[config.mk]
export PLATFORM = sky130hd
export DESIGN_NAME = fetch_unit
export DESIGN_NICKNAME = d
export VERILOG_FILES = /design/src/rtl/fetch_unit.sv
export SDC_FILE = /design/constraint.sdc
export NUM_CORES = 1
export LEC_CHECK = 0
export BUFFER_PORTS_ARGS = -buffer_cell sky130_fd_sc_hd__buf_4
export CORE_AREA = 2 2 205 207
export CTS_CLUSTER_SIZE = 12
export DETAILED_ROUTE_END_ITERATION = 12
export DIE_AREA = 0 0 207 209
export PLACE_DENSITY = 0.48
export SYNTH_ARGS = -nofsm -noshare
export SYNTH_HDL_FRONTEND = slang
export SYNTH_SLANG_ARGS = --single-unit
[constraint.sdc]
create_clock -name clk -period 2.2 [get_ports clk]
set_input_delay 0.11 -clock clk [delete_from_list [all_inputs] [get_ports clk]]
set_output_delay 0.11 -clock clk [all_outputs]
set_load 0.05 [all_outputs]
[src/rtl/fetch_unit.sv]
// Instruction fetch front end: owns the PC, issues one-word I-side reads and pushes the
// returned words, with their RVFI seed, into the instruction queue.

package fetch_pkg;

  typedef struct packed {
    logic        valid;
    logic [63:0] order;
    logic [31:0] inst;
    logic        trap;
    logic        halt;
    logic        intr;
    logic [1:0]  mode;
    logic [1:0]  ixl;
    logic [4:0]  rs1_addr;
    logic [4:0]  rs2_addr;
    logic [31:0] rs1_rdata;
    logic [31:0] rs2_rdata;
    logic [4:0]  rd_addr;
    logic [31:0] rd_wdata;
    logic [31:0] pc_rdata;
    logic [31:0] pc_wdata;
    logic [31:0] mem_addr;
    logic [3:0]  mem_rmask;
    logic [3:0]  mem_wmask;
    logic [31:0] mem_rdata;
    logic [31:0] mem_wdata;
  } rvfi_signals_t;

endpackage

module fetch_unit
  import fetch_pkg::*;
#(
  parameter logic [31:0] RESET_PC   = 32'h1eceb000,
  parameter int unsigned DATA_WIDTH = 32
) (
  input  logic                  clk,
  input  logic                  rst_n,
  output logic [31:0]           imem_addr,
  output logic [3:0]            imem_rmask,
  input  logic [DATA_WIDTH-1:0] imem_rdata,
  input  logic                  imem_resp,
  output logic [DATA_WIDTH-1:0] iq_wdata,
  output logic                  iq_enqueue,
  input  logic                  iq_full,
  output rvfi_signals_t         enqueue_rvfi,
  input  logic                  redirect_en,
  input  logic [31:0]           redirect_pc
);

  typedef enum logic [1:0] {
    StIssue,
    StWait,
    StHold,
    StDrain
  } state_e;

  state_e                state_q, state_d;
  logic [31:0]           pc_q, pc_d;
  logic [31:0]           addr_q, addr_d;
  logic [DATA_WIDTH-1:0] hold_q, hold_d;
  logic [31:0]           redirect_target;
  logic [31:0]           pc_plus4;

  assign redirect_target = redirect_pc & 32'hFFFF_FFFC;
  assign pc_plus4        = pc_q + 32'd4;

  always_comb begin
    state_d    = state_q;
    pc_d       = pc_q;
    addr_d     = addr_q;
    hold_d     = hold_q;
    iq_enqueue = 1'b0;
    unique case (state_q)
      StIssue: begin
        // Latch the issued address so it stays put even if pc is redirected mid-request.
        addr_d = pc_q;
        if (redirect_en) begin
          pc_d    = redirect_target;
          state_d = StDrain;
        end else begin
          state_d = StWait;
        end
      end
      StWait: begin
        if (imem_resp && redirect_en) begin
          pc_d    = redirect_target;
          state_d = StIssue;
        end else if (imem_resp && !iq_full) begin
          iq_enqueue = 1'b1;
          pc_d       = pc_plus4;
          state_d    = StIssue;
        end else if (imem_resp) begin
          hold_d  = imem_rdata;
          state_d = StHold;
        end else if (redirect_en) begin
          pc_d    = redirect_target;
          state_d = StDrain;
        end
      end
      StHold: begin
        if (redirect_en) begin
          pc_d    = redirect_target;
          state_d = StIssue;
        end else if (!iq_full) begin
          iq_enqueue = 1'b1;
          pc_d       = pc_plus4;
          state_d    = StIssue;
        end
      end
      StDrain: begin
        // A redirect here is the newest one and wins even alongside the stale response.
        if (redirect_en) begin
          pc_d = redirect_target;
        end
        if (imem_resp) begin
          state_d = StIssue;
        end
      end
      default: state_d = StIssue;
    endcase
  end

  always_ff @(posedge clk or negedge rst_n) begin
    if (!rst_n) begin
      state_q <= StIssue;
      pc_q    <= RESET_PC;
      addr_q  <= RESET_PC;
      hold_q  <= '0;
    end else begin
      state_q <= state_d;
      pc_q    <= pc_d;
      addr_q  <= addr_d;
      hold_q  <= hold_d;
    end
  end

  // Reset gates the strobe directly so no read escapes while rst_n is low.
  assign imem_rmask = (rst_n && state_q == StIssue) ? 4'hF : 4'h0;
  assign imem_addr  = ((state_q == StIssue) ? pc_q : addr_q) & 32'hFFFF_FFFC;
  assign iq_wdata   = (state_q == StHold) ? hold_q : imem_rdata;

  always_comb begin
    enqueue_rvfi          = '0;
    enqueue_rvfi.inst     = 32'(iq_wdata);
    enqueue_rvfi.pc_rdata = pc_q;
    enqueue_rvfi.pc_wdata = pc_plus4;
  end

endmodule

== Word level (Yosys, flattened, before mapping) ==
Index checks and enable logic that the tools add are counted.
Word-level totals
  output and inout bits: 452
  register bits after elaboration: 98
  input port bits: 69
Operators by class
  eq/ne operators: 7
  bitwise logic cells: 2
  reductions and logical operators: 9
  multiplexer cells: 24
  add/subtract/negate cells: 1
Operator list (count)
  two-way mux 32 bit: 8
  case mux 32 bit (3 select lines): 1
  adder 32 x 3 -> 32 bit, second input constant: 1
  two-way mux 2 bit: 8
  case mux 2 bit (4 select lines): 1
  inequality test 5 bit, second input constant: 1
  equality test 2 bit, second input constant: 2
  two-way mux 1 bit: 4
  two-way mux 4 bit: 1
  inequality test 4 bit, second input constant: 1
  AND reduction 4 bit: 1
  logical AND 1 bit: 3
  inequality test 3 bit, second input constant: 1
  AND reduction 3 bit: 1
  equality test 2 x 1 -> 1 bit, second input constant: 1
  zero test 2 bit: 1
  inequality test 2 bit, second input constant: 1
  inverter 1 bit: 2
  case mux 1 bit (2 select lines): 1
  AND reduction 2 bit: 1
  OR reduction 2 bit: 1
  zero test 1 bit: 1

== Depth between registers and ports, before layout ==
  word-level depth: 5
  depth in mapped cells: 10
  depth with buffers taken out: 7

== Least setup slack after synthesis ==
OpenSTA, ideal clock, no wires.
  path kind: register to register
  start: reg pc_q[3]
  end: reg pc_q[22]
  stages on the path, launching flop included: 7
  library setup time: 0.063 ns
  buffers on the path: 0
  arrival: 3.038 ns
  setup slack: -0.901 ns
  period minus slack after synthesis: 3.101 ns
  cells stage by stage: dfrtp_1 ha_1 nand3_2 nor4_4 nand4_1 xnor2_1 a31o_2
RTL lines
  start: declaration: RTL line 60  | logic [31:0] pc_q, pc_d;
  start signal: assignment: RTL line 133  | pc_q <= pc_d;

==> out/qor.txt <==
Final Util -> 30.4%
EDFF count, synth -> 0
Main flop type after synthesis -> dfrtp_1
Worst-path maximum fanout -> 4
Cell Chain, Critical Path -> nand4_4, nor4_4, nand4_1, xnor2_4, buf_6
Root Driver -> clkbuf_16
Die Span X -> 207 um
Commonest cells after routing, fill and taps aside -> buf_4, conb_1, mux2_2, dfrtp_1, nand2_1
Reg clk slew, reported paths -> 0.08 ns
Final Cycle Share -> 106%
# port buffers -> 229
Final GP Congestion -> 0.845
HP Class -> primary input to register
Fmax -> 428 MHz
Worst hold start -> redirect_pc[30]
Aggregate routed wire length -> 33,400 um
Post-Synthesis Cell Area -> 0.00922 mm^2
Area grow syn2layout -> 36.3%
Async set-reset flop share out of synthesis -> 100%
P_leak -> 5.81 nW
Worst-Margin Slew -> 0.628 ns
CTS Sinks -> 96
Slowest stage cell on the critical path -> dfstp_2
Power density over the cells -> 1710 mW/mm^2
Slew HR -> 58.2%
H-Tree Depth -> 3
Pre-CTS setup slack -> 0.0497 ns
Slew Limit Fails -> 0
Worst Path Buf+Inv -> 1
Ratio of cells with drive above 1 in the final layout -> 44.4%
Synth warnings -> 0
Sequential-to-total area share from yosys stat -> 26.4%
Skew final -> 0.0255 ns
Die area -> 0.0433 mm^2
Core area -> 0.0413 mm^2
Delay of the slowest cell on the worst path -> 0.58 ns
# DRC -> 0
Clk buf depth -> 2
CP startpoint -> pc_q[12]$_DFFE_PN1P_
#FFs+latches synth -> 96
Vias -> 8,058
Overall power -> 21.5 mW
Final Setup Violations -> 14
Overflow after GRT -> 0
Drt first-iter violations -> 413
Reg2reg end -> pc_q[22]$_DFFE_PN1P_
VDD IR-drop max -> 0.684 mV
Final HPWL DP -> 24,900 um
First-pass GRT wire length -> 48,100 um
Most common cell after layout, fill and taps aside -> buf_4
Status -> complete, but fails checks
R2R Path Start -> state_q[1]$_DFFE_PN0P_
Skew-Pair Late Insertion Delay -> 0.40 ns
Element type at the critical path start -> register
Final hold vios -> 0
Worst setup EP type -> output pin
Initial Util -> 22.3%
Crit path max-delay family -> simple AND/OR/NAND/NOR gates
Num CTS Buffers -> 9
MaxCap Viol Count -> 0
Syn Inst Count -> 1,053
Antenna viol nets, final -> 0
Syn Area/Cell -> 8.75 um^2
Hold Slack -> 0.0607 ns
End of the critical path -> enqueue_rvfi[126]
Min Tclk post-route -> 2.34 ns
Reg2Reg Depth -> 8
Nets -> 1,434
CTS tree -> done
Pin count of the biggest net entering global routing -> 97
Initial antenna violation count -> 3
Crit path DAT -> 2.23 ns
GRT Util Overall -> 14.8%
CP required -> 2.09 ns
Post-route setup slack -> -0.139 ns
IO Pins -> 521
Failing checks -> setup timing
Crit Path Class -> register to output pin
Vias/cell -> 4.23
R2R Setup Slk -> 0.09 ns
Site row count -> 75
WL/cell -> 17.5 um
CP Depth -> 5
Post-synth cell types -> 74
Vias in the first global route -> 7,413
DIE HEIGHT -> 209 um
RSZ-0062 raised after global routing -> true
Setup tns final -> -0.843 ns
Total iterations of the first detailed-routing run -> 5
## sequential cells by signal, summed over array words and instances, names as in the netlist
register,flops
pc_q,32
addr_q,30
state_q,2
hold_q,32
## cell type report
cell class	instances	area [um^2]
Inverter	13	52.6
Clock buffer	10	229
Tap cell	539	674
Sequential cell	96	2450
Fill cell	4316	28700
Timing Repair Buffer	408	3410
Multi-Input combinational cell	832	5680
Antenna cell	1	2.50
Clock inverter	6	68.8
## cells by family after synthesis
family	synth area share [%]
AO/OA/AOI/OAI	14.8
XOR/XNOR	3.04
other	0.0407
flip-flops	26.4
multiplexers	11.8
buffers and inverters	30.8
adder cells (fa/ha/maj)	0.679
AND/OR/NAND/NOR	12.4
## worst register-to-register path: stages, from the launching register on
cell     delay [ns]
dfrtp_1        0.39
inv_1          0.12
ha_1           0.25
buf_4          0.28
o21ai_0        0.13
a21o_2         0.32
o22a_1         0.25
o211a_1        0.11
a31o_2         0.21
## synth_stat cells, types with 8 or more instances
library cell / n / area share (%)
buf_4: 335 / 27
mux2_2: 96 / 12
dfrtp_1: 72 / 20
nand2_1: 55 / 2.2
o21ai_0: 48 / 2.6
a21oi_1: 41 / 2.2
clkbuf_1: 38 / 1.5
nor2_1: 36 / 1.5
dfstp_2: 24 / 6.8
buf_2: 23 / 1.2
nand3_1: 18 / 0.98
xnor2_1: 18 / 1.7
nor3_1: 14 / 0.76
xor2_1: 14 / 1.3
inv_1: 13 / 0.53
nand2b_1: 12 / 0.81
nor4_1: 12 / 0.81
a221oi_1: 10 / 0.95
nand4_1: 9 / 0.61
o22ai_1: 9 / 0.61
a31oi_1: 8 / 0.54
## layer usage
layer | wire (um) | GRT usage [%]
met1 | 13500 | 18.2
met2 | 16200 | 24.8
met3 | 2650 | 3.56
met4 | 980 | 6.13
met5 | 42 | 0
## power breakdown
part	leakage [nW]	internal (mW)	switching, mW	total (mW)
registers	1.11	2.82	0.633	3.46
clock network	0.131	0.890	0.876	1.77
logic	4.56	5.60	10.7	16.3
## how the worst min path moves through the flow
stage,slack (ns),end,depth (start not counted)
finish,0.06,pc_q[30]$_DFFE_PN0P_,3
global route,0.07,pc_q[14]$_DFFE_PN0P_,3
CTS,0.03,pc_q[30]$_DFFE_PN0P_,3
detailed placement,0.30,hold_q[12]$_DFFE_PN0P_,2
global placement,0.30,addr_q[31]$_DFF_PN0_,2
floorplan,-0.19,addr_q[10]$_DFF_PN0_,0
## what timing repair did
| item | 4_1_cts | 5_1_grt |
|---|---|---|
| hold endpoints to repair | 107 | 0 |
| pin swaps | 29 | 26 |
| gates cloned | 1 | 0 |
| resized for setup | 81 | 32 |
| buffers inserted | 27 | 15 |
| setup endpoints to repair | 82 | 94 |
| hold buffers | 36 | 0 |
## through the flow
stage | area (um^2) | cells
finish | 12600 | 1905
global route | 12600 | 1904
CTS | 12300 | 1890
detailed placement | 11100 | 1812
global placement | 11100 | 1812
floorplan | 10700 | 1341
Note: power is estimated with default switching activity, not from simulation.
